File: config.mk
export PLATFORM = sky130hd
export DESIGN_NAME = harp_voice_scheduler
export DESIGN_NICKNAME = d
export VERILOG_FILES = /design/src/rtl/harp_pkg.sv /design/src/rtl/beam_debounce.sv /design/src/rtl/harp_voice_scheduler.sv
export SDC_FILE = /design/constraint.sdc
export NUM_CORES = 1
export LEC_CHECK = 0
export ABC_AREA = 1
export CORE_ASPECT_RATIO = 0.6
export CORE_MARGIN = 8
export CORE_UTILIZATION = 45
export CTS_CLUSTER_SIZE = 24
export DETAILED_ROUTE_END_ITERATION = 8
export HOLD_SLACK_MARGIN = 0.12
export PLACE_DENSITY = 0.65
export REMOVE_ABC_BUFFERS = 1
export SLEW_MARGIN = 20
export SYNTH_ARGS = -nofsm -noshare
export SYNTH_HDL_FRONTEND = slang
export SYNTH_HIERARCHICAL = 1
export SYNTH_SLANG_ARGS = --single-unit
File: constraint.sdc
create_clock -name clk -period 3.5 [get_ports clk]
set_input_delay 0.7 -clock clk [delete_from_list [all_inputs] [get_ports clk]]
set_output_delay 0.7 -clock clk [all_outputs]
set_load 0.05 [all_outputs]
File: src/rtl/harp_pkg.sv
// Shared widths, the event record and the round-robin picker for the laser-harp voice scheduler.
// Pure declarations: no latency, no backpressure.
package harp_pkg;

    localparam int NUM_STRINGS_DFLT = 8;
    localparam int NUM_VOICES_DFLT  = 4;
    localparam int SW               = $clog2(NUM_STRINGS_DFLT);
    localparam int VW               = $clog2(NUM_VOICES_DFLT);

    // Upper bound on beams the round-robin picker can scan.
    localparam int MAX_STRINGS      = 32;
    localparam int MAX_SW           = $clog2(MAX_STRINGS);

    typedef struct packed {
        logic          on;
        logic [SW-1:0] str;
        logic [VW-1:0] voice;
    } evt_t;

    // First set bit of req at or above ptr, wrapping at n (n need not be a power of two).
    function automatic int unsigned rr_first(input logic [MAX_STRINGS-1:0] req,
                                             input int unsigned            ptr,
                                             input int unsigned            n);
        int unsigned idx;
        logic        found;
        rr_first = 0;
        found    = 1'b0;
        for (int unsigned k = 0; k < MAX_STRINGS; k++) begin
            idx = ptr + k;
            if (idx >= n) begin
                idx = idx - n;
            end
            if ((k < n) && !found && req[idx[MAX_SW-1:0]]) begin
                found    = 1'b1;
                rr_first = idx;
            end
        end
    endfunction

endpackage

File: src/rtl/beam_debounce.sv
// One beam: 2-flop synchroniser, stable-count debounce and break/release pulses.
// Latency 2 + DEBOUNCE_CYCLES cycles from raw edge to o_state change; no backpressure.
module beam_debounce #(
    parameter int DEBOUNCE_CYCLES = 50000
) (
    input  logic clk,
    input  logic reset_n,
    input  logic i_beam_n,
    output logic o_state,
    output logic o_break,
    output logic o_release
);

    localparam int            CW       = (DEBOUNCE_CYCLES > 1) ? $clog2(DEBOUNCE_CYCLES) : 1;
    localparam logic [CW-1:0] CNT_LAST = CW'(DEBOUNCE_CYCLES - 1);

    logic          r_sync1;
    logic          r_sync2;
    logic          r_state;
    logic [CW-1:0] r_cnt;

    logic          w_differ;
    logic          w_toggle;

    // Beam is active-low at the photodiode; state is 1 while broken.
    assign w_differ = (~r_sync2) != r_state;
    assign w_toggle = w_differ && (r_cnt == CNT_LAST);

    always_ff @(posedge clk) begin
        if (!reset_n) begin
            r_sync1 <= 1'b1;
            r_sync2 <= 1'b1;
            r_state <= 1'b0;
            r_cnt   <= '0;
        end else begin
            r_sync1 <= i_beam_n;
            r_sync2 <= r_sync1;
            if (w_toggle) begin
                r_state <= ~r_state;
                r_cnt   <= '0;
            end else if (w_differ) begin
                r_cnt   <= r_cnt + CW'(1);
            end else begin
                r_cnt   <= '0;
            end
        end
    end

    assign o_state   = r_state;
    assign o_break   = w_toggle & ~r_state;
    assign o_release = w_toggle &  r_state;

endmodule

File: src/rtl/harp_voice_scheduler.sv
// Turns debounced beam edges into note-on/off events with voice allocation and round-robin arbitration.
// Grant 1 cycle after a debounced edge; event held until evt_ready, next grant the cycle after acceptance.
module harp_voice_scheduler
    import harp_pkg::*;
#(
    parameter int NUM_STRINGS     = NUM_STRINGS_DFLT,
    parameter int NUM_VOICES      = NUM_VOICES_DFLT,
    parameter int DEBOUNCE_CYCLES = 50000
) (
    input  logic                   clk,
    input  logic                   reset_n,
    input  logic [NUM_STRINGS-1:0] beam_n,
    output logic                   evt_valid,
    input  logic                   evt_ready,
    output logic                   evt_on,
    output logic [SW-1:0]          evt_string,
    output logic [VW-1:0]          evt_voice,
    output logic [NUM_VOICES-1:0]  voice_active,
    output logic [NUM_STRINGS-1:0] string_state
);

    logic [NUM_STRINGS-1:0] w_state;
    logic [NUM_STRINGS-1:0] w_break;
    logic [NUM_STRINGS-1:0] w_release;

    for (genvar g = 0; g < NUM_STRINGS; g++) begin : g_beam
        beam_debounce #(
            .DEBOUNCE_CYCLES (DEBOUNCE_CYCLES)
        ) u_beam (
            .clk       (clk),
            .reset_n   (reset_n),
            .i_beam_n  (beam_n[g]),
            .o_state   (w_state[g]),
            .o_break   (w_break[g]),
            .o_release (w_release[g])
        );
    end

    logic [NUM_STRINGS-1:0] r_pend_on;
    logic [NUM_STRINGS-1:0] r_pend_off;
    logic [NUM_VOICES-1:0]  r_voice_act;
    logic [SW-1:0]          r_voice_str [NUM_VOICES];
    logic [SW-1:0]          r_rr_ptr;
    logic                   r_evt_vld;
    evt_t                   r_evt;

    logic                   w_any_free;
    logic [NUM_STRINGS-1:0] w_elig;
    logic [MAX_STRINGS-1:0] w_req;
    logic                   w_do_grant;
    logic [SW-1:0]          w_gnt_idx;
    logic                   w_gnt_off;
    logic [VW-1:0]          w_free_v;
    logic [VW-1:0]          w_off_v;
    logic [SW-1:0]          w_rr_nxt;
    logic [NUM_STRINGS-1:0] w_pend_on_nxt;
    logic [NUM_STRINGS-1:0] w_pend_off_nxt;

    assign w_any_free = ~&r_voice_act;
    assign w_elig     = r_pend_off | (r_pend_on & {NUM_STRINGS{w_any_free}});
    assign w_do_grant = !r_evt_vld && (|w_elig);
    assign w_gnt_idx  = SW'(rr_first(w_req, 32'(r_rr_ptr), NUM_STRINGS));
    // A pending release always beats a pending pluck on the same string.
    assign w_gnt_off  = r_pend_off[w_gnt_idx];
    assign w_rr_nxt   = (w_gnt_idx == SW'(NUM_STRINGS - 1)) ? '0 : w_gnt_idx + SW'(1);

    always_comb begin
        w_req                    = '0;
        w_req[NUM_STRINGS-1:0]   = w_elig;
    end

    always_comb begin
        w_free_v = '0;
        w_off_v  = '0;
        for (int v = NUM_VOICES - 1; v >= 0; v--) begin
            if (!r_voice_act[v]) begin
                w_free_v = VW'(v);
            end
            if (r_voice_act[v] && (r_voice_str[v] == w_gnt_idx)) begin
                w_off_v = VW'(v);
            end
        end
    end

    // Grant clears first so a same-cycle edge re-arms the flag; a release
    // against a still-pending pluck cancels it rather than queueing a note-off.
    always_comb begin
        w_pend_on_nxt  = r_pend_on;
        w_pend_off_nxt = r_pend_off;
        if (w_do_grant) begin
            if (w_gnt_off) begin
                w_pend_off_nxt[w_gnt_idx] = 1'b0;
            end else begin
                w_pend_on_nxt[w_gnt_idx]  = 1'b0;
            end
        end
        for (int i = 0; i < NUM_STRINGS; i++) begin
            if (w_break[i]) begin
                w_pend_on_nxt[i] = 1'b1;
            end
            if (w_release[i]) begin
                if (w_pend_on_nxt[i]) begin
                    w_pend_on_nxt[i]  = 1'b0;
                end else begin
                    w_pend_off_nxt[i] = 1'b1;
                end
            end
        end
    end

    always_ff @(posedge clk) begin
        if (!reset_n) begin
            r_pend_on   <= '0;
            r_pend_off  <= '0;
            r_voice_act <= '0;
            for (int v = 0; v < NUM_VOICES; v++) begin
                r_voice_str[v] <= '0;
            end
            r_rr_ptr    <= '0;
            r_evt_vld   <= 1'b0;
            r_evt       <= '0;
        end else begin
            r_pend_on  <= w_pend_on_nxt;
            r_pend_off <= w_pend_off_nxt;
            if (w_do_grant) begin
                r_evt_vld  <= 1'b1;
                r_evt.on   <= !w_gnt_off;
                r_evt.str  <= w_gnt_idx;
                r_rr_ptr   <= w_rr_nxt;
                if (w_gnt_off) begin
                    r_evt.voice            <= w_off_v;
                    r_voice_act[w_off_v]   <= 1'b0;
                end else begin
                    r_evt.voice            <= w_free_v;
                    r_voice_act[w_free_v]  <= 1'b1;
                    r_voice_str[w_free_v]  <= w_gnt_idx;
                end
            end else if (r_evt_vld && evt_ready) begin
                r_evt_vld <= 1'b0;
            end
        end
    end

    assign evt_valid    = r_evt_vld;
    assign evt_on       = r_evt.on;
    assign evt_string   = r_evt.str;
    assign evt_voice    = r_evt.voice;
    assign voice_active = r_voice_act;
    assign string_state = w_state;

endmodule

# Yosys cells after proc, flatten, opt, wreduce, memory -nomap -nowiden
# Memories as Yosys holds them, arrays and structs flattened.
# Cells that the tools add are included.
# op_classes
shift	0
n_lt_le_gt_ge	22
n_bitwise	49
n_eq_ne	21
n_div	0
reduce_logical	54
muxes	96
n_mul	0
addsub	24
# ops
op	n
$add 16x1->16 const B	8
$eq 16x16->1 const B	8
$mux 1	51
$lt 5x6->1 const B	8
$bmux 1 s5	8
$mux 5	8
$sub 4x4->5 const B	7
$mux 8	4
$mux 3	10
$ge 4x4->1 const B	7
$reduce_or 3->1	9
$not 1->1	25
$and 8x8->8	3
$logic_and 1x1->1	24
$mux 2	10
$add 3x3->4 const B	4
$and 1x1->1	16
$reduce_or 2->1	8
$eq 3x3->1	4
$logic_not 1->1	10
$add 3x2->4 const B	2
$ne 1x1->1	8
$not 8->8	1
$or 8x8->8	1
19 further kinds	22
# totals
inputBits	11
rom_bits	0
latchBits	0
mem_bits_rw	12
n_memories	1
output_inout_bits	19
ff_bits	182
# mem_list
memory	words	width	rd	rd_ports_with_merged_regs	wr	line_no	rtl
r_voice_str	4	3	4	0	4	harp_voice_scheduler.sv:42	logic [SW-1:0] r_voice_str [NUM_VOICES];

# Logic depth before layout (Yosys ltp)
# depth
word_depth	41
mapped_depth	28
depth_no_buf	28

# By module
# Netlist, hierarchy kept.
# by_module_without_submodules
module	instances	seq_area_each_um2	cells_each	area_per_inst_um2
beam_debounce	8	380.4	129	987.2
harp_voice_scheduler	1	960.9	457	3138.0

# Worst setup path before layout
# Ideal clock, no wire load.
# synth_path
path_kind	reg-to-reg
startpoint	register r_rr_ptr[1]
endpoint	memory r_voice_str[0][0] (netlist name) (enable)
arrival_time_ps	3231
setup_ps	324
slack_ps	-55
stages_incl_launch_ff	24
t_required_ps	3176
path_cell_list	dfxtp_1 > clkbuf_1 > inv_1 > ha_1 > xor2_1 > nand3_1 > o21ai_4 > inv_2 > nor3_4 > nand3_2 > nand2_2 > nand2_4 > nand2_4 > buf_12 > nand2_2 > nand2_1 > nand2_1 > nand2_1 > nand2_2 > nand2_4 > nand2_4 > nor2_8 > o21ai_4 > o21ai_1
# synth_lines
item	line_no	rtl
start: declaration	harp_voice_scheduler.sv:43	logic [SW-1:0] r_rr_ptr;
start signal: assignment	harp_voice_scheduler.sv:129	r_rr_ptr <= w_rr_nxt;
end: declaration	harp_voice_scheduler.sv:42	

==> flow_summary.toml <==
[cts]
cts_tree = "built"
clkTransAtPathRegs_ns = 0.07
clock_sinks = 194
holdBufCountCts = 0
cts_buffers = 17
clock_path_buffers = 2
htree_levels = 4
worstSkewPairLatency_ns = 0.44
root_buffer = "clkbuf_16"

[logic_synthesis]
yosysSeqAreaShare = 0.3628
synth_top_area_share = 0.3302
synth_top_area_cell = "dfxtp_1"
synth_top_family_by_area = "simple AND/OR/NAND/NOR gates"
ys_warn_count = 6
syn-instance-count = 1489
syn-mean-instance-area_sq_um = 7.411
yosysUniqueCellTypes = 43
synth-adder-area-share = 0.01587
synth_compound_area_frac = 0.06576
netlist_area_sq_mm = 0.01104
synth_area_leaders = "dfxtp_1 (33%), nand2_1 (11%), nor2_1 (6.3%), inv_1 (5.4%), nand3_1 (5.4%)"
synth-xor-area-share = 0.06111
synthMuxAreaShare = 0
synth-simple-area-share = 0.4141
synth_seq_cells = 194

[timing]
relSlewSlack = 0.5690
fin_crit_sh = 0.9327
period_needed_ns = 3.265
worst_slew_pin_slew_ns = 0.6458
slew_violations = 0
clock_skew_ns = 0.008961
max_freq_mhz = 306.3
finalSetupViolCount = 0
hold_viol_final = 0
hold_ws_ns = 0.3977

[route]
finalWirelength_um = 24560
num_vias = 9317
drt-initial-drc-count = 749
route.detailed.drc = 0
dr.pass1.iters = 5
ant_nets = 0
vias_per_cell = 4.951
routedWlPerCell_um = 13.05

[power]
pwr-share-comb = 0.021
clkPwrFrac = 0.469
p_sw_frac = 0.2145
p_sw_mw = 0.9474
peakVddDrop_mv = 0.3862
internal-power_mw = 3.470
seqPwrFrac = 0.510
p_leak_nw = 4.552
p_per_area_mw_per_mm2 = 355.3

[cells_and_area]
design_area_sq_mm = 0.01243
fin_util = 0.5156
n_antenna_cell = 0
area_growth_pct = 12.66
drive_above_1_share = 0.1897
stdcell_count = 1882
nets = 1572

[worst_setup_path]
critPathMaxFanout = 11
worstPathArrival_ns = 3.40
r2r-end = "r_voice_str[1][1]"
critPathLaunchType = "flop"
worstSetupPathType = "flop to flop"
cp-end-kind = "flop"
reg2reg_depth = 19
required_ns = 3.64
r2r_slack_ns = 0.24
timing.rr.start = "r_rr_ptr[0]"

[die]
core_sq_mm = 0.02411
num_rows = 44
die-width_um = 218.2
pin_count = 30
die_area_sq_mm = 0.02995
start_util = 0.4577
die_h_um = 137.3

[grt]
track_usage = 0.1680
antenna_found_initial = 0
grt_max_degree = 24
grt-ovfl-total = 0
grt_pass1_vias = 8248
grt_pass1_wl_um = 41260

[hold_path]
hold_depth = 2
worstHoldStart = "g_beam[2].u_beam/r_sync1"
hold_path_class = "flop to flop"
min_to = "g_beam[2].u_beam/r_sync2"

[placement]
dpl.cell_count = 1843
gp_congestion = 0.8874
hpwl_um = 18190
placedInstanceArea_sq_mm = 0.01166
port_buffers = 29

[job]
cap_violations = 0

[outcome]
status = "finished, final reports clean"
[cells by family (layout without fill, tap and decap cells)]
| kind of cell | Yosys count | in the layout |
|---|---|---|
| AO/OA/AOI/OAI | 110 | 110 |
| adder cells (fa/ha/maj) | 14 | 14 |
| buffers and inverters | 191 | 262 |
| AND/OR/NAND/NOR | 903 | 903 |
| XOR/XNOR | 77 | 77 |
| flip-flops | 194 | 194 |
[state kept, by name, summed over array words and instances (netlist names)]
name and cells:
evt_valid 1, evt_voice 2, g_beam.u_beam/o_state 8, r_pend_off 8, r_rr_ptr 3, g_beam.u_beam/r_sync2 8
evt_on 1, g_beam.u_beam/r_cnt 128, voice_active 4, r_pend_on 8, evt_string 3, r_voice_str 12
g_beam.u_beam/r_sync1 8
[power groups by stage]
stage / logic [mW] / clock network [mW] / registers [mW]
finish: 0.0917 / 2.07 / 2.25
global placement: 0.0902 / 0 / 2.30
detailed placement: 0.0914 / 0 / 2.30
CTS: 0.0918 / 2.14 / 2.25
global route: 0.101 / 2.24 / 2.25
floorplan: 0.0559 / 0 / 2.30
[worst max path at each step]
stage / to / startpoint / slack [ns]
final: r_voice_str[1][1] / r_rr_ptr[0] / 0.24
after global routing: voice_active[3] / voice_active[3] / -0.03
after CTS: r_voice_str[1][0] / r_rr_ptr[0] / 0.03
after detailed placement: r_voice_str[1][2] / r_rr_ptr[0] / 0.01
after global placement: r_voice_str[0][1] / r_rr_ptr[0] / -0.02
after floorplan: r_voice_str[0][0] / r_rr_ptr[0] / -0.28
[metrics by stage]
stage                     setup TNS, ns  worst slack [ns]  total power [mW]
final                                 0            0.2354             4.417
after global routing           -0.02581          -0.02581             4.590
after CTS                             0           0.02588             4.482
after detailed placement              0           0.01387             2.395
after global placement         -0.09099          -0.01674             2.394
after floorplan                  -3.024           -0.2821             2.357
[cell usage in the layout, fill, tap and decap left out, drive strengths merged]
cell type and instances:
dfxtp 182, clkdlybuf4s50 28, nand3 140, o211ai 3, nor3 16, inv 173, nand2 380, edfxtp 12
nand3b 8, o21ai 19, nor2 292, clkinv 5, bufinv 3, clkinvlp 1, buf 31, o31ai 8
a21boi 9, nand4 50, a31oi 1, ha 14, and2 1, clkbuf 21, a21oi 70, xor2 58
xnor2 19, or2 16
[area by class of cell]
| cell class | instances | area (sq um) |
|---|---|---|
| fill | 2320 | 11680 |
| multi-input combinational | 1104 | 6241 |
| sequential | 194 | 4008 |
| inverter | 171 | 649.4 |
| timing repair buffer | 59 | 510.5 |
| clock buffer | 21 | 471.7 |
| tap | 322 | 402.9 |
| clock inverter | 11 | 150.1 |
[critical path, stage by stage, from the launching register on]
cell and delay (ns):
dfxtp_1 0.31, buf_4 0.18, ha_1 0.24, xnor2_2 0.17, inv_2 0.11, nand3_1 0.11
nand2_2 0.13, nand3_4 0.11, nor3_4 0.26, buf_4 0.15, nand4_1 0.17, nand3_2 0.20
nand2_1 0.07, nand2_1 0.06, nand2_1 0.07, nand2_4 0.12, nand2_4 0.08, nor2_8 0.12
o21ai_4 0.10, o21ai_2 0.19
[cell usage after synthesis]
master	instances
nor3_1	14
buf_12	9
nor2_4	32
a21boi_2	1
xor2_1	58
o31ai_1	8
nand2_2	29
inv_2	10
ha_1	14
a21oi_1	69
or2_4	8
o21ai_2	1
clkbuf_1	5
nor3_4	1
o21ai_0	14
nand3b_1	8
nand3_1	118
o211ai_1	3
buf_6	1
nor2_1	186
o21ai_4	2
edfxtp_1	12
dfxtp_1	182
o21ai_1	2
a21boi_4	8
buf_4	2
nor3_2	1
nand3_2	21
nand2_4	14
nor2_2	73
nand4_1	50
xnor2_1	19
a31oi_1	1
a21oi_2	1
nor2_8	1
or2_2	8
buf_2	3
nand2_8	1
inv_4	2
and2_1	1
inv_1	159
nand3_4	1
nand2_1	336
[per-layer routing]
layer / vias up / global-route usage / routed length, um
met1: 4228 / 0.2637 / 13780
li1: 4872 / - / -
met2: 203 / 0.2172 / 9169
met3: 14 / 0.04298 / 1414
met4: 0 / 0.04349 / 202
met5: - / 0 / 0
[timing repair]
item                                   4_1_cts  5_1_grt
gates resized for setup                      1       26
setup endpoints to repair                    6       47
pin swaps                                    0        5
setup buffers                                0        7
endpoints found under the hold margin        0        0
No activity file was read; power rests on OpenSTA's default activity.
